===== src/rtl/pll_cfg_ctrl_if.sv =====
// pll_cfg_ctrl_if: configuration request channel into the PLL sequencer.
// Signals: valid/ready handshake plus the requested dividers and park-in-bypass flag.
// Modports: master drives the request, slave (the sequencer) returns ready.
interface pll_cfg_ctrl_if;
  logic        valid;
  logic        ready;
  logic [7:0]  refdiv;
  logic [11:0] fbdiv;
  logic [3:0]  postdiv1;
  logic [1:0]  postdiv2;
  logic        bp;

  modport master (
    output valid, refdiv, fbdiv, postdiv1, postdiv2, bp,
    input  ready
  );

  modport slave (
    input  valid, refdiv, fbdiv, postdiv1, postdiv2, bp,
    output ready
  );
endinterface


===== src/rtl/pll_cfg_ctrl.sv =====
// pll_cfg_ctrl: sequences a PLL reprogram (mux to fref, load dividers, pulse PLL reset,
// wait for stable lock, mux back to PLL) and relocks automatically after lock loss in RUN.
// Latency: accept at edge N -> busy/clk_sel=0 after N; done_o after N+SW_CYC+RST_CYC+LOCK_STABLE+1.
// Backpressure: cfg.ready is high only in IDLE/RUN; requests while busy stall until then.
// Ports: clk_i/rst_i (sync, active high), cfg (request channel, slave modport),
//   pll_*_o (PLL pins), pll_lock_i, clk_sel_o (0=fref,1=PLL), busy_o, done_o,
//   lost_o/tmo_o (sticky errors), err_clr_i.
// Optional: define PLL_LOCK_TIMEOUT_EN to bound WAIT_LOCK to TIMEOUT_CYC cycles.
module pll_cfg_ctrl #(
  parameter int SW_CYC      = 4,
  parameter int RST_CYC     = 16,
  parameter int LOCK_STABLE = 32
`ifdef PLL_LOCK_TIMEOUT_EN
  ,
  parameter int TIMEOUT_CYC = 131071
`endif
) (
  input  logic               clk_i,
  input  logic               rst_i,
  pll_cfg_ctrl_if.slave      cfg,
  output logic [7:0]         pll_refdiv_o,
  output logic [11:0]        pll_fbdiv_o,
  output logic [3:0]         pll_postdiv1_o,
  output logic [1:0]         pll_postdiv2_o,
  output logic               pll_bp_o,
  output logic               pll_rst_o,
  input  logic               pll_lock_i,
  output logic               clk_sel_o,
  output logic               busy_o,
  output logic               done_o,
  output logic               lost_o,
  output logic               tmo_o,
  input  logic               err_clr_i
);

  // One phase counter is shared by BYPASS and RESET, so size it for the longer hold.
  localparam int PH_MAX = (SW_CYC > RST_CYC) ? SW_CYC : RST_CYC;
  localparam int PH_W   = $clog2(PH_MAX) + 1;
  localparam int LS_W   = $clog2(LOCK_STABLE) + 1;
  localparam logic [PH_W-1:0] SW_LAST  = PH_W'(SW_CYC - 1);
  localparam logic [PH_W-1:0] RST_LAST = PH_W'(RST_CYC - 1);
  localparam logic [LS_W-1:0] LS_LAST  = LS_W'(LOCK_STABLE - 1);

  typedef enum logic [2:0] {
    S_IDLE, S_BYPASS, S_RESET, S_WAIT_LOCK, S_SWITCH, S_RUN
  } state_t;

  state_t          state;
  logic [PH_W-1:0] ph_cnt;
  logic [LS_W-1:0] ls_cnt;
  logic [7:0]      req_refdiv;
  logic [11:0]     req_fbdiv;
  logic [3:0]      req_postdiv1;
  logic [1:0]      req_postdiv2;
  logic            req_bp;
  logic            cfg_ready;
  logic            accept;

`ifdef PLL_LOCK_TIMEOUT_EN
  localparam int TO_W = $clog2(TIMEOUT_CYC) + 1;
  localparam logic [TO_W-1:0] TO_LAST = TO_W'(TIMEOUT_CYC - 1);
  logic [TO_W-1:0] to_cnt;
`else
  assign tmo_o = 1'b0;
`endif

  assign cfg_ready = (state == S_IDLE) || (state == S_RUN);
  assign cfg.ready = cfg_ready;
  assign busy_o    = ~cfg_ready;
  assign accept    = cfg.valid & cfg_ready;

  always_ff @(posedge clk_i) begin
    if (rst_i) begin
      state          <= S_IDLE;
      ph_cnt         <= '0;
      ls_cnt         <= '0;
      req_refdiv     <= '0;
      req_fbdiv      <= '0;
      req_postdiv1   <= '0;
      req_postdiv2   <= '0;
      req_bp         <= 1'b0;
      pll_refdiv_o   <= '0;
      pll_fbdiv_o    <= '0;
      pll_postdiv1_o <= '0;
      pll_postdiv2_o <= '0;
      pll_bp_o       <= 1'b1;
      pll_rst_o      <= 1'b1;
      clk_sel_o      <= 1'b0;
      done_o         <= 1'b0;
      lost_o         <= 1'b0;
`ifdef PLL_LOCK_TIMEOUT_EN
      to_cnt         <= '0;
      tmo_o          <= 1'b0;
`endif
    end else begin
      done_o <= 1'b0;
      // Clears come first so a same-cycle set further down wins.
      if (err_clr_i) begin
        lost_o <= 1'b0;
`ifdef PLL_LOCK_TIMEOUT_EN
        tmo_o  <= 1'b0;
`endif
      end

      case (state)
        S_IDLE: begin
          if (accept) begin
            req_refdiv   <= cfg.refdiv;
            req_fbdiv    <= cfg.fbdiv;
            req_postdiv1 <= cfg.postdiv1;
            req_postdiv2 <= cfg.postdiv2;
            req_bp       <= cfg.bp;
            ph_cnt       <= '0;
            state        <= S_BYPASS;
          end
        end

        // Mux is already on fref; give it time to settle before disturbing the PLL.
        S_BYPASS: begin
          if (ph_cnt == SW_LAST) begin
            ph_cnt <= '0;
            if (req_bp) begin
              pll_bp_o  <= 1'b1;
              pll_rst_o <= 1'b1;
              done_o    <= 1'b1;
              state     <= S_IDLE;
            end else begin
              pll_refdiv_o   <= req_refdiv;
              pll_fbdiv_o    <= req_fbdiv;
              pll_postdiv1_o <= req_postdiv1;
              pll_postdiv2_o <= req_postdiv2;
              pll_bp_o       <= 1'b0;
              pll_rst_o      <= 1'b1;
              state          <= S_RESET;
            end
          end else begin
            ph_cnt <= ph_cnt + PH_W'(1);
          end
        end

        S_RESET: begin
          if (ph_cnt == RST_LAST) begin
            ph_cnt    <= '0;
            ls_cnt    <= '0;
            pll_rst_o <= 1'b0;
`ifdef PLL_LOCK_TIMEOUT_EN
            to_cnt    <= '0;
`endif
            state     <= S_WAIT_LOCK;
          end else begin
            ph_cnt <= ph_cnt + PH_W'(1);
          end
        end

        // Any low lock sample restarts the stability window.
        S_WAIT_LOCK: begin
          if (!pll_lock_i) begin
            ls_cnt <= '0;
          end else if (ls_cnt == LS_LAST) begin
            state <= S_SWITCH;
          end else begin
            ls_cnt <= ls_cnt + LS_W'(1);
          end
`ifdef PLL_LOCK_TIMEOUT_EN
          // A lock that completes on the expiry cycle still counts as success.
          if (!(pll_lock_i && (ls_cnt == LS_LAST))) begin
            if (to_cnt == TO_LAST) begin
              tmo_o     <= 1'b1;
              pll_bp_o  <= 1'b1;
              pll_rst_o <= 1'b1;
              clk_sel_o <= 1'b0;
              done_o    <= 1'b1;
              state     <= S_IDLE;
            end else begin
              to_cnt <= to_cnt + TO_W'(1);
            end
          end
`endif
        end

        S_SWITCH: begin
          clk_sel_o <= 1'b1;
          done_o    <= 1'b1;
          state     <= S_RUN;
        end

        S_RUN: begin
          if (!pll_lock_i) begin
            lost_o <= 1'b1;
          end
          // An accepted request must be honoured, so it takes priority over relock.
          if (accept) begin
            req_refdiv   <= cfg.refdiv;
            req_fbdiv    <= cfg.fbdiv;
            req_postdiv1 <= cfg.postdiv1;
            req_postdiv2 <= cfg.postdiv2;
            req_bp       <= cfg.bp;
            ph_cnt       <= '0;
            clk_sel_o    <= 1'b0;
            state        <= S_BYPASS;
          end else if (!pll_lock_i) begin
            // Relock with the dividers already on the PLL pins.
            ph_cnt    <= '0;
            clk_sel_o <= 1'b0;
            pll_rst_o <= 1'b1;
            state     <= S_RESET;
          end
        end

        default: state <= S_IDLE;
      endcase
    end
  end

endmodule


===== src/flat_wrapper.sv =====
// flat-port wrapper written by rule: the top's interface ports become plain ports
module pll_cfg_ctrl_flat 
#(
  parameter int SW_CYC      = 4,
  parameter int RST_CYC     = 16,
  parameter int LOCK_STABLE = 32

)
  (clk_i, rst_i, pll_refdiv_o, pll_fbdiv_o, pll_postdiv1_o, pll_postdiv2_o, pll_bp_o, pll_rst_o, pll_lock_i, clk_sel_o, busy_o, done_o, lost_o, tmo_o, err_clr_i, cfg_valid, cfg_refdiv, cfg_fbdiv, cfg_postdiv1, cfg_postdiv2, cfg_bp, cfg_ready);
  pll_cfg_ctrl_if cfg_i ();
  input  logic clk_i;
  input  logic rst_i;
  output logic [7:0] pll_refdiv_o;
  output logic [11:0] pll_fbdiv_o;
  output logic [3:0] pll_postdiv1_o;
  output logic [1:0] pll_postdiv2_o;
  output logic pll_bp_o;
  output logic pll_rst_o;
  input  logic pll_lock_i;
  output logic clk_sel_o;
  output logic busy_o;
  output logic done_o;
  output logic lost_o;
  output logic tmo_o;
  input  logic err_clr_i;
  input wire logic [$bits(cfg_i.valid)-1:0] cfg_valid;
  input wire logic [$bits(cfg_i.refdiv)-1:0] cfg_refdiv;
  input wire logic [$bits(cfg_i.fbdiv)-1:0] cfg_fbdiv;
  input wire logic [$bits(cfg_i.postdiv1)-1:0] cfg_postdiv1;
  input wire logic [$bits(cfg_i.postdiv2)-1:0] cfg_postdiv2;
  input wire logic [$bits(cfg_i.bp)-1:0] cfg_bp;
  output wire logic [$bits(cfg_i.ready)-1:0] cfg_ready;
  assign cfg_i.valid = cfg_valid;
  assign cfg_i.refdiv = cfg_refdiv;
  assign cfg_i.fbdiv = cfg_fbdiv;
  assign cfg_i.postdiv1 = cfg_postdiv1;
  assign cfg_i.postdiv2 = cfg_postdiv2;
  assign cfg_i.bp = cfg_bp;
  assign cfg_ready = cfg_i.ready;
  pll_cfg_ctrl #(.SW_CYC(SW_CYC), .RST_CYC(RST_CYC), .LOCK_STABLE(LOCK_STABLE)) u_core (.clk_i(clk_i), .rst_i(rst_i), .cfg(cfg_i), .pll_refdiv_o(pll_refdiv_o), .pll_fbdiv_o(pll_fbdiv_o), .pll_postdiv1_o(pll_postdiv1_o), .pll_postdiv2_o(pll_postdiv2_o), .pll_bp_o(pll_bp_o), .pll_rst_o(pll_rst_o), .pll_lock_i(pll_lock_i), .clk_sel_o(clk_sel_o), .busy_o(busy_o), .done_o(done_o), .lost_o(lost_o), .tmo_o(tmo_o), .err_clr_i(err_clr_i));
endmodule

===== config.mk =====
export PLATFORM = sky130hd
export DESIGN_NAME = pll_cfg_ctrl_flat
export DESIGN_NICKNAME = d
export VERILOG_FILES = /design/src/rtl/pll_cfg_ctrl_if.sv /design/src/rtl/pll_cfg_ctrl.sv /design/src/flat_wrapper.sv
export SDC_FILE = /design/constraint.sdc
export NUM_CORES = 1
export LEC_CHECK = 0
export ABC_AREA = 1
export CORE_ASPECT_RATIO = 0.7
export CORE_UTILIZATION = 54
export DETAILED_ROUTE_END_ITERATION = 12
export GPL_TIMING_DRIVEN = 0
export PLACE_DENSITY_LB_ADDON = 0.2
export SYNTH_ARGS = -nofsm -noshare
export SYNTH_HDL_FRONTEND = slang
export SYNTH_SLANG_ARGS = --single-unit

===== constraint.sdc =====
create_clock -name clk_i -period 3.1 [get_ports clk_i]
set_clock_uncertainty 0.2 [all_clocks]
set_input_delay 0.31 -clock clk_i [delete_from_list [all_inputs] [get_ports clk_i]]
set_output_delay 0.31 -clock clk_i [all_outputs]
set_load 0.005 [all_outputs]

== After elaboration in Yosys (flattened, before gate mapping) ==
Index checks and enable logic that the tools add are counted.

* Input port bits: 32
* Output and inout bits: 34
* Bits in registers: 72
* Logic and storage cells: 87

* Mux-type cells: 33
* Equality and inequality tests: 17
* Add/sub/neg operators: 2
* Bitwise logic cells: 3
* Reduce and logical (&&, ||, !) cells: 15

{| class="wikitable"
|+ Operator list
! cell !! number
|-
| 5-bit 2-to-1 mux || 5
|-
| 3-bit 2-to-1 mux || 7
|-
| 5-bit one-hot mux with 4 select lines || 1
|-
| 6-bit 2-to-1 mux || 3
|-
| 3-bit one-hot mux with 6 select lines || 1
|-
| 6-bit one-hot mux with 2 select lines || 1
|-
| 1-bit 2-to-1 mux || 11
|-
| 3-bit AND reduction || 3
|-
| 2-bit by 1-bit != test with 1-bit output (second input constant) || 4
|-
| 6-bit by 1-bit adder with 6-bit output (second input constant) || 1
|-
| 3-bit by 2-bit equality test with 1-bit output (second input constant) || 2
|-
| 3-bit equality test (second input constant) || 2
|-
| 6-bit by 5-bit equality test with 1-bit output (second input constant) || 1
|-
| 2-bit != test (second input constant) || 3
|-
| 2-bit AND reduction || 3
|-
| 6-bit AND reduction || 1
|-
| 5-bit by 1-bit adder with 5-bit output (second input constant) || 1
|-
| 5-bit by 2-bit equality test with 1-bit output (second input constant) || 1
|-
| 5-bit by 4-bit equality test with 1-bit output (second input constant) || 1
|-
| 5-bit AND reduction || 1
|-
| 1-bit one-hot mux with 2 select lines || 2
|-
| 2-bit nonzero test || 2
|-
| 4-bit nonzero test || 1
|-
| 3-bit by 1-bit equality test with 1-bit output (second input constant) || 1
|-
| 10 further kinds || 11
|}

== Depth between registers and ports, before layout ==
Gate-level depths: netlist of the first run.

* Depth in word-level cells: 5
* Gate-level depth with buffers: 12
* Mapped depth without buffers: 12

== Worst setup path before layout of the first run ==
No wires, ideal clock.

* Path kind: reg2reg
* From: reg u_core.ph_cnt[0]
* To: reg u_core.pll_fbdiv_o[0]
* Cell stages (with the launch flop): 10
* Data required time: 2.787 ns
* Library setup time: 0.113 ns
* Period minus slack after synthesis: 1.731 ns
* Buffers on the path: 1
* Data arrival time: 1.417 ns
* Setup slack: 1.369 ns
* Cell sequence: dfxtp_1 ha_1 inv_1 nor2_1 nand2_1 nor2_8 inv_2 buf_6 nor2_1 nor2_1

* Word-level cells in the longest chain between the ends: 2

{| class="wikitable"
|+ RTL lines
! element !! RTL line !! text
|-
| from (decl) || pll_cfg_ctrl.sv:49 || <nowiki>logic [PH_W-1:0] ph_cnt;</nowiki>
|-
| from (signal assigned) || pll_cfg_ctrl.sv:137 || <nowiki>ph_cnt <= ph_cnt + PH_W'(1);</nowiki>
|-
| from (signal assigned) || pll_cfg_ctrl.sv:151 || <nowiki>ph_cnt <= ph_cnt + PH_W'(1);</nowiki>
|-
| 5-bit by 2-bit equality test with 1-bit output || pll_cfg_ctrl.sv:120 || <nowiki>if (ph_cnt == SW_LAST) begin</nowiki>
|-
| 3-bit AND reduction (no source line) || n/a ||
|-
| to (signal assigned) || pll_cfg_ctrl.sv:129 || <nowiki>pll_fbdiv_o <= req_fbdiv;</nowiki>
|-
| to (decl) || pll_cfg_ctrl.sv:22 || <nowiki>output logic [11:0] pll_fbdiv_o,</nowiki>
|}

No other way between the ends.
A chain may end at the register's enable or synchronous reset.

== Worst setup path in the final report of the first run ==
* From: reg u_core.state[2]
* To: out busy_o

* Word-level cells in the longest chain between the ends: 3
* Elaborated cells between the ends (all ways): 4
* Classes of those cells: eq/ne: 1; bitwise: 1; reduce/logical: 2

{| class="wikitable"
|+ RTL lines
! element !! RTL line !! text
|-
| from (decl) || pll_cfg_ctrl.sv:48 || <nowiki>state_t state;</nowiki>
|-
| from (signal assigned) || pll_cfg_ctrl.sv:74 || <nowiki>state <= S_IDLE;</nowiki>
|-
| from (signal assigned) || pll_cfg_ctrl.sv:114 || <nowiki>state <= S_BYPASS;</nowiki>
|-
| from (signal assigned) || pll_cfg_ctrl.sv:126 || <nowiki>state <= S_IDLE;</nowiki>
|-
| 3-bit equality test / 3-bit logical NOT (equally long branches) || pll_cfg_ctrl.sv:67 || <nowiki>assign cfg_ready = (state == S_IDLE) || (state == S_RUN);</nowiki>
|-
| 1-bit logical OR * || pll_cfg_ctrl.sv:67 ||
|-
| 1-bit NOT * || pll_cfg_ctrl.sv:69 || <nowiki>assign busy_o = ~cfg_ready;</nowiki>
|-
| to (decl) || flat_wrapper.sv:21 || <nowiki>output logic busy_o;</nowiki>
|}

Every way passes the cells marked *; elsewhere a longest branch is shown, timed or not.

==> run metrics, run 1 <==
Critical Path End Type=output pin; Post-Syn Instances=410; Cell variety after synth=31; post-synthesis mux area share=0.323%; Die Ht=65.4 µm; layout cell share with drive strength beyond 1=13.1%; post-synth net total=446; unrepaired setup endpoints after global routing=false; Hold Crit Endpoint=u_core.ph_cnt[2]; R2R depth=9; asr flop ratio synth=0%; PwrDens=718 nW/µm²; Post-synth EDFFs=0; Tot Pwr=2.90 mW; Initial Util=57.4%; Hold Buf Count CTS=0; largest net degree at the start of global routing=14; CTS tree=done; GRT Overall Usage=27.9%; Max-Cap Viols=0; reg2reg start=u_core.ph_cnt[0]; Post-Synthesis Cell Area=3100 µm²; average vias per placed instance=5.12; Vias=2875; Worst Max-Slew Pin Slew=0.528 ns; compound-cell area share of the yosys netlist=12.4%; register bit count reported by yosys=72; hold path depth=2; final hold violations=0; # clock sinks=72; GP Congestion=0.879; Max Fclk=439 MHz; Avg Cell Area, Syn=7.56 µm²; CP Launch Type=flip-flop; Detail Route Antenna Nets=0; Worst EP required=2.59 ns; peak supply drop=0.000332 V; Rows=22; worst r2r dst=u_core.pll_postdiv2_o[0]; Clock Path Buffers=2; LEAKAGE=1.74 nW; die width=92.6 µm; Root Driver=clkbuf_8; final core occ=74.9%; Post-Synth Simple-Gate Area=31.0%; CTS H-tree lvls=3; I/O Pins=66; # port buffers=63; Detail Placement HPWL=5.48 mm; drc violations=0; wire per inst=13.7 µm; max_slew headroom=64.8%; fin crit share=73.5%; number of synthesis warnings=0; # resized after CTS=0; ANT cells=0; count of final setup violators=0; Fin Setup TNS=0 ns; vias in the first global route=2787; hold_sp=rst_i; clock slew at reported path FFs=0.08 ns; critical setup path kind=reg2out; postcts setup bufs=0; crit path max fanout=7; status=finished clean; r2r setup slk=0.99 ns; initial antenna violation count=0; DRT Pass-1 Iters=4; fin nets=520; post-synthesis sequential area ratio=46.5%; die area=6050 µm²; crit path DAT=1.77 ns; XOR/XNOR Fraction of Synth Area=0.283%; GRT Residual Overflow=0; DR iter-0 viols=165; primary flip-flop cell chosen by synthesis mapping=dfxtp_1; Worst-Skew Late Latency=0.36 ns; Adder-Cell Fraction of Synth Area=1.61%; CTS Buf Count=9; area grow syn2layout=30.4%; Detailed Route WL=7.68 mm; Hold Crit Class=in2reg; Core Box Area=5400 µm²; post-route minimum period=2.28 ns; largest family of logic cells by synthesized area=simple AND/OR/NAND/NOR gates; first-pass GRT wire length=12.9 mm; Final Max Tran Viols=0
==> registers in the layout, indices dropped and copies added (netlist names) <==
register               cells
u_core.pll_refdiv_o        8
u_core.req_postdiv1        4
u_core.pll_postdiv2_o      2
u_core.ph_cnt              5
u_core.pll_bp_o            1
u_core.req_postdiv2        2
u_core.req_bp              1
u_core.req_fbdiv          12
u_core.clk_sel_o           1
u_core.done_o              1
u_core.pll_fbdiv_o        12
u_core.req_refdiv          8
u_core.state               3
u_core.pll_postdiv1_o      4
u_core.pll_rst_o           1
u_core.ls_cnt              6
u_core.lost_o              1
==> where the power goes <==
group | internal, mW | leakage, nW | switching [mW] | total, mW
Clock | 0.457 | 0.103 | 0.363 | 0.820
Sequential | 1.08 | 0.587 | 0.114 | 1.19
Combinational | 0.375 | 1.05 | 0.510 | 0.885
Total | 1.91 | 1.74 | 0.987 | 2.90
==> worst max-delay path: stages, from the launching register on <==
cell             delay, ns
dfxtp_1               0.56
inv_2                 0.11
nand3_2               0.13
nand2_4               0.07
inv_1                 0.06
clkdlybuf4s50_1       0.49
==> per-stage QoR <==
| step | cell area, µm² | setup slack [ns] | hold WS, ns | instances |
|---|---|---|---|---|
| after floorplan | 3100 | 1.37 | 0.255 | 410 |
| after global placement | 3820 | 1.08 | 0.252 | 545 |
| after detailed placement | 3820 | 1.02 | 0.279 | 545 |
| after CTS | 4040 | 0.813 | 0.159 | 561 |
| after global routing | 4040 | 0.729 | 0.190 | 561 |
| final | 4040 | 0.821 | 0.181 | 561 |
==> cells in the mapped netlist (2+ instances only) <==
cell / instances / area, µm²
buf_4: 4 / 30.0
inv_2: 6 / 22.5
buf_6: 4 / 45.0
nor2_2: 21 / 131
nand4_1: 5 / 31.3
ha_1: 4 / 50.1
nand2_2: 5 / 31.3
nor2_1: 116 / 435
dfxtp_1: 72 / 1440
o21ai_1: 46 / 230
o21ai_0: 15 / 75.1
a21oi_1: 13 / 65.1
nand2_1: 40 / 150
buf_12: 2 / 40.0
nand3_1: 21 / 105
clkbuf_1: 7 / 26.3
inv_1: 15 / 56.3
==> kinds of logic (layout without fill, tap and decap cells) <==
family          after synthesis  in the layout
fa+ha+maj                     4              4
mux                           1              1
flops                        72             72
simple gates                214            214
buf+inv                      41            120
other cells                   1              1
xor+xnor                      1              1
compound gates               76             76
==> metal layers <==
| metal | vias up | share of wire, % | track usage (%) |
|---|---|---|---|
| li1 | 1469 | - | - |
| met1 | 1314 | 48 | 35.9 |
| met2 | 83 | 44 | 45.3 |
| met3 | 9 | 6.3 | 8.56 |
| met4 | 0 | 1.3 | 8.40 |
| met5 | - | 0 | 0 |
==> final cells by class <==
type | instances | area, µm²
fill | 420 | 1360
buffer | 18 | 146
tap | 72 | 90.1
clock inverter | 6 | 92.6
sequential | 72 | 1440
clock buffer | 10 | 128
inverter | 23 | 93.8
timing repair buffer | 63 | 631
multi-input combinational | 297 | 1420
==> cells in the final DEF (no fill, tap or decap), drive strengths merged <==
cell / synthesis / layout
xor2: 1 / 1
nand4: 5 / 5
bufinv: 0 / 2
o211ai: 1 / 1
clkinvlp: 0 / 2
o21ai: 61 / 61
ha: 4 / 4
nor3: 1 / 1
nand2: 46 / 46
clkbuf: 7 / 17
inv: 22 / 23
clkinv: 1 / 2
mux2i: 1 / 1
conb: 1 / 1
dfxtp: 72 / 72
a21oi: 13 / 13
buf: 11 / 11
nor2: 139 / 139
nand3: 23 / 23
a22oi: 1 / 1
clkdlybuf4s50: 0 / 63
==> worst max path at each step <==
stage                     slack, ns  cells past startpoint                        to        startpoint
after CTS                      0.81                      5                    busy_o   u_core.state[2]
after global routing           0.73                      5                    busy_o   u_core.state[2]
after global placement         1.08                      9     u_core.pll_fbdiv_o[7]  u_core.ph_cnt[0]
after floorplan                1.37                      9     u_core.pll_fbdiv_o[0]  u_core.ph_cnt[0]
final                          0.82                      5                    busy_o   u_core.state[2]
after detailed placement       1.02                      9  u_core.pll_postdiv2_o[0]  u_core.ph_cnt[0]
Power figures use the tool's default switching activity.
==> run 2, diff against run 1 <==
--- a/config.mk
+++ b/config.mk
@@ -7,7 +7,7 @@
 export LEC_CHECK = 0
 export ABC_AREA = 1
 export CORE_ASPECT_RATIO = 0.7
-export CORE_UTILIZATION = 54
+export CORE_UTILIZATION = 46
 export DETAILED_ROUTE_END_ITERATION = 12
 export GPL_TIMING_DRIVEN = 0
 export PLACE_DENSITY_LB_ADDON = 0.2
==> constraint.sdc (replaced) <==
create_clock -name clk_i -period 2.08 [get_ports clk_i]
set_clock_uncertainty 0.2 [all_clocks]
set_input_delay 0.208 -clock clk_i [delete_from_list [all_inputs] [get_ports clk_i]]
set_output_delay 0.208 -clock clk_i [all_outputs]
set_load 0.005 [all_outputs]
==> run 2 against run 1 <==
Against the previous run:
- power rose by 44%
- via count is 0.70% lower
- first-iteration DRC count shrank 26%
- clock power grew 27%
- critical path type unchanged
- largest cell class unchanged
- largest power group unchanged
==> run metrics, run 2 (synthesized netlist as in run 1, its figures left out) <==
count of final setup violators=0 (unchanged); Finished Cell Area=4070 µm² (+0.68%); crit path max fanout=5 (-2); GRT Residual Overflow=0 (unchanged); Tot Pwr=4.18 mW (+44%); first-pass GRT wire length=11.7 mm (-9.4%); drc violations=0 (unchanged); post-route minimum period=2.00 ns; Core Box Area=6370 µm² (+18%); I/O Pins=66 (unchanged); LEAKAGE=1.75 nW (+0.31%); Die Ht=70.7 µm (+8.1%); Initial Util=48.7% (-8.8 points); DRT Pass-1 Iters=4 (unchanged); Fin Setup TNS=0 ns (unchanged); Root Driver=clkbuf_8; Max-Cap Viols=0 (unchanged); status=finished clean; largest net degree at the start of global routing=12 (-2); DR iter-0 viols=122 (-26%); most frequent cells in the layout=116 x nor2_1, 68 x dfxtp_1, 63 x clkdlybuf4s50_1; Max Fclk=500 MHz; final hold violations=0 (unchanged); die area=7070 µm² (+17%); Hold Crit Class=in2reg; Vias=2855 (-0.70%); Place WS=0.0786 ns (-0.937 ns); Comb pwr share=32.3% (+1.8 points); GP Congestion=0.893 (+1.6%); wire per inst=12.3 µm (-10%); CTS tree=done; layout cell share with drive strength beyond 1=14.3% (+1.2 points); crit path DAT=1.59 ns (-0.18 ns); most common cell after layout, fill and taps aside=nor2_1; # clock sinks=72 (unchanged); CP Launch Type=flip-flop; unrepaired setup endpoints after global routing=false; Worst Max-Slew Pin Slew=0.576 ns (+0.0477 ns); fin nets=522 (+0.38%); Clock Path Buffers=2 (unchanged); fin crit share=96.2%; GRT Overall Usage=21.3% (-6.6 points); sw frac=33.7% (-0.38 points); Final Max Tran Viols=0 (unchanged); PwrDens=1030 nW/µm² (+43%); # port buffers=63 (unchanged); vias in the first global route=2532 (-9.1%); critical setup path kind=reg2out; biggest registers after layout=u_core.pll_fbdiv_o x12, u_core.req_fbdiv x12; Rows=24 (+9.1%); Detailed Route WL=7.14 mm (-7.0%); r2r setup slk=0.15 ns (-0.84 ns); Worst-Skew Late Latency=0.34 ns (-0.02 ns); Detail Placement HPWL=5.18 mm (-5.5%); Cell Area, Placed=3840 µm² (+0.62%); net switching power figure=1.41 mW (+43%); Clock power frac=24.8% (-3.5 points); clock slew at reported path FFs=0.08 ns (about the same); final core occ=63.9% (-11 points); Detail Route Antenna Nets=0 (unchanged); Critical Path End Type=output pin; CTS Buf Count=9 (unchanged); Worst EP required=1.67 ns (-0.92 ns); average vias per placed instance=4.91 (-4.3%); Reg power frac=42.8% (+1.6 points); peak supply drop=0.000435 V (+31%); die width=100 µm (+8.2%); internal power=2.77 mW (+45%); ANT cells=0 (unchanged); setup ws final=0.0786 ns (-0.742 ns); initial antenna violation count=0 (unchanged); max_slew headroom=61.6% (-3.2 points); CTS H-tree lvls=3 (unchanged); area grow syn2layout=31.2%
-- run 2: repair_timing --
item                       4_1_cts  5_1_grt
setup endpoints to repair        2       26
gates resized for setup          1        7
setup buffers                    0        2
pin swaps                        0        1
hold buffers                     0        0
-- run 2: per-stage QoR --
stage | std cells | hold WS (ns)
after floorplan | 410 | 0.154
after global placement | 564 | 0.253
after detailed placement | 564 | 0.263
after CTS | 580 | 0.0872
after global routing | 582 | 0.145
final | 582 | 0.115
-- run 2: power groups by stage --
| stage | logic (mW) | registers, mW | clock network, mW |
|---|---|---|---|
| 2_1_floorplan | 0.956 | 1.78 | 0 |
| 3_3_place_gp | 1.26 | 1.80 | 0 |
| 3_5_place_dp | 1.29 | 1.81 | 0 |
| 4_1_cts | 1.29 | 1.78 | 1.06 |
| 5_1_grt | 1.51 | 1.82 | 1.12 |
| 6_report | 1.35 | 1.79 | 1.04 |
-- run 2: cell type report --
class | instances | area (µm²)
repair buffers | 65 | 658
clock buffers | 12 | 135
clock inverters | 4 | 45.0
well taps | 91 | 114
multi-input cells | 297 | 1420
flip-flops and latches | 72 | 1450
fillers | 593 | 2300
inverters | 23 | 93.8
plain buffers | 18 | 150
-- run 2: worst max-delay path, stage by stage, from the launching register on --
cell and delay (ns):
dfxtp_1 0.31, buf_6 0.12, buf_12 0.12, nand3_4 0.10, nand2_4 0.06, inv_1 0.05, clkdlybuf4s50_1 0.49
-- run 2: path summary, 6_finish.rpt --
path              depth (start not counted)             start          endpoint
setup reg to reg                          9  u_core.ph_cnt[0]  u_core.ls_cnt[0]
hold reg to reg                           2     u_core.lost_o     u_core.lost_o
hold / removal                            2             rst_i  u_core.ph_cnt[2]
setup / recovery                          6   u_core.state[0]            busy_o
-- run 2: routing by layer --
metal	vias to the layer above	GRT usage, %	part of all wire [%]
li1	1479	-	-
met1	1299	29.5	51
met2	69	32.8	43
met3	8	5.53	5.2
met4	0	6.44	1.2
met5	-	0	0
==> run 3, diff against run 2 <==
--- a/config.mk
+++ b/config.mk
@@ -6,8 +6,8 @@
 export NUM_CORES = 1
 export LEC_CHECK = 0
 export ABC_AREA = 1
-export CORE_ASPECT_RATIO = 0.7
-export CORE_UTILIZATION = 46
+export CORE_ASPECT_RATIO = 1.25
+export CORE_UTILIZATION = 35
 export DETAILED_ROUTE_END_ITERATION = 12
 export GPL_TIMING_DRIVEN = 0
 export PLACE_DENSITY_LB_ADDON = 0.2
==> run 3 against run 2 <==
Against the previous run:
- setup slack improved by 0.0049 ns
- cell count increased by 5.3%
- power increased by 6.2%
- global-route usage decreased by 4.5 points
- first-iteration DRC count decreased by 7.4%
- sequential cell count unchanged
- combinational power decreased by 3%
- utilization decreased by 16 points
- via count decreased by 1.8%
- critical endpoint unchanged
- largest power group unchanged
==> run metrics, run 3 (synthesized netlist as in run 1, its figures left out) <==
status=finished clean; net switching power figure=1.42 mW (+0.63%); fin nets=524 (+0.38%); CP Launch Type=flip-flop; Detail Route Antenna Nets=0 (unchanged); Fin Setup TNS=0 ns (unchanged); Die Ht=107 µm (+52%); Max-Cap Viols=0 (unchanged); hold path depth=2 (unchanged); most frequent cells in the layout=116 x nor2_1, 68 x dfxtp_1, 63 x clkdlybuf4s50_1; vias in the first global route=2623 (+3.6%); Initial Util=35.8% (-13 points); # clock sinks=72 (unchanged); Max Fclk=501 MHz (+0.25%); max_slew headroom=66.4% (+4.8 points); GRT Residual Overflow=0 (unchanged); Clock power frac=30.3% (+5.5 points); die width=86.2 µm (-14%); first-pass GRT wire length=12.1 mm (+3.2%); count of final setup violators=0 (unchanged); unrepaired setup endpoints after global routing=false; Largest stage delay, worst path=0.49 ns (about the same); LEAKAGE=1.78 nW (+2.1%); most common cell after layout, fill and taps aside=nor2_1; Clock Path Buffers=2 (unchanged); sw frac=31.9% (-1.8 points); biggest registers after layout=u_core.pll_fbdiv_o x12, u_core.req_fbdiv x12; Root Driver=clkbuf_8; CTS H-tree lvls=3 (unchanged); Slowest-stage cell, CP=clkdlybuf4s50_1; Worst EP required=1.67 ns (about the same); placed cells=593 (+5.1%); Critical Path End Type=output pin; crit path DAT=1.59 ns (about the same); GRT Overall Usage=16.8% (-4.5 points); Comb pwr share=29.5% (-2.8 points); Core Box Area=8650 µm² (+36%); CTS tree=done; Hold Crit Class=in2reg; DR iter-0 viols=113 (-7.4%); internal power=3.02 mW (+9.1%); area grow syn2layout=34.5%; die area=9240 µm² (+31%); average vias per placed instance=4.57 (-6.8%); R2R depth=11 (+2); r2r setup slk=0.21 ns (+0.06 ns); CTS Buf Count=9 (unchanged); critical-path cell list=buf_4, inv_2, nand3_2, nand2_4, inv_1, clkdlybuf4s50_1; peak supply drop=0.000435 V (about the same); PwrDens=1070 nW/µm² (+3.7%); clock slew at reported path FFs=0.07 ns (about the same); Detail Placement HPWL=5.23 mm (+1.0%); Worst Max-Slew Pin Slew=0.504 ns (-0.0720 ns); layout cell share with drive strength beyond 1=15.2% (+0.96 points); crit path max fanout=9 (+4); Reg power frac=40.2% (-2.6 points); ANT cells=0 (unchanged); fin crit share=96.0% (-0.24 points); Final Max Tran Viols=0 (unchanged); Rows=38 (+58%); I/O Pins=66 (unchanged); wire per inst=11.8 µm (-3.9%); Worst-Skew Late Latency=0.34 ns (about the same); # port buffers=63 (unchanged); GP Congestion=0.873 (-2.3%); Detailed Route WL=7.23 mm (+1.3%); post-route minimum period=2.00 ns (-0.00492 ns); final cell count without fillers=613 (+5.3%); critical setup path kind=reg2out; DRT Pass-1 Iters=5 (+1); initial antenna violation count=0 (unchanged); Hold Buf Count CTS=0 (unchanged); drc violations=0 (unchanged); Vias=2804 (-1.8%); final hold violations=0 (unchanged); largest net degree at the start of global routing=13 (+1)
[run 3: critical path, delay by kind of cell, from the launching register on]
| family | cells | cell delay (ns) |
|---|---|---|
| flops | 1 | 0.31 |
| buf+inv | 4 | 0.79 |
| simple gates | 2 | 0.16 |
[run 3: path summary, 6_finish.rpt]
kind                                       start               end
worst min-delay path                       rst_i  u_core.ph_cnt[4]
worst max register to register  u_core.ph_cnt[0]   u_core.state[1]
worst max-delay path             u_core.state[0]            busy_o
worst min register to register     u_core.lost_o     u_core.lost_o
[run 3: layer usage]
layer | wire (µm) | share of wire (%) | track usage, % | vias up
li1 | - | - | - | 1475
met4 | 128 | 1.8 | 6.90 | 0
met2 | 3420 | 47 | 28.1 | 62
met3 | 369 | 5.1 | 4.85 | 9
met5 | 0 | 0 | 0 | -
met1 | 3320 | 46 | 20.1 | 1258
[run 3: through the flow]
step | instance area [µm²] | hold slack, ns | util, % | worst slack [ns] | power, mW
after floorplan | 3100 | 0.154 | - | 0.349 | 2.73
after global placement | 3880 | 0.251 | 44.8 | 0.0977 | 3.07
after detailed placement | 3880 | 0.254 | 44.8 | 0.0329 | 3.10
after CTS | 4130 | 0.0688 | 47.7 | 0.00788 | 4.45
after global routing | 4170 | 0.122 | 48.2 | 0.00673 | 4.74
final | 4170 | 0.0919 | 48.2 | 0.0836 | 4.44
[run 3: what timing repair did]
item / in CTS / in global routing
pin swaps: 0 / 2
buffers inserted: 0 / 4
gates resized for setup: 1 / 7
endpoints found under the setup margin: 1 / 33
[run 3: area by class of cell]
| type | instances | area, µm² |
|---|---|---|
| plain buffers | 18 | 146 |
| clock buffers | 11 | 141 |
| clock inverters | 5 | 104 |
| fillers | 895 | 4490 |
| inverters | 23 | 96.3 |
| multi-input cells | 297 | 1420 |
| flip-flops and latches | 72 | 1450 |
| well taps | 120 | 150 |
| repair buffers | 67 | 661 |
[run 3: power by group through the flow]
| stage | registers, mW | logic (mW) | clock network (mW) |
|---|---|---|---|
| after global routing | 1.81 | 1.48 | 1.45 |
| final | 1.78 | 1.31 | 1.35 |
| after CTS | 1.77 | 1.30 | 1.38 |
| after floorplan | 1.78 | 0.956 | 0 |
| after global placement | 1.80 | 1.27 | 0 |
| after detailed placement | 1.80 | 1.30 | 0 |
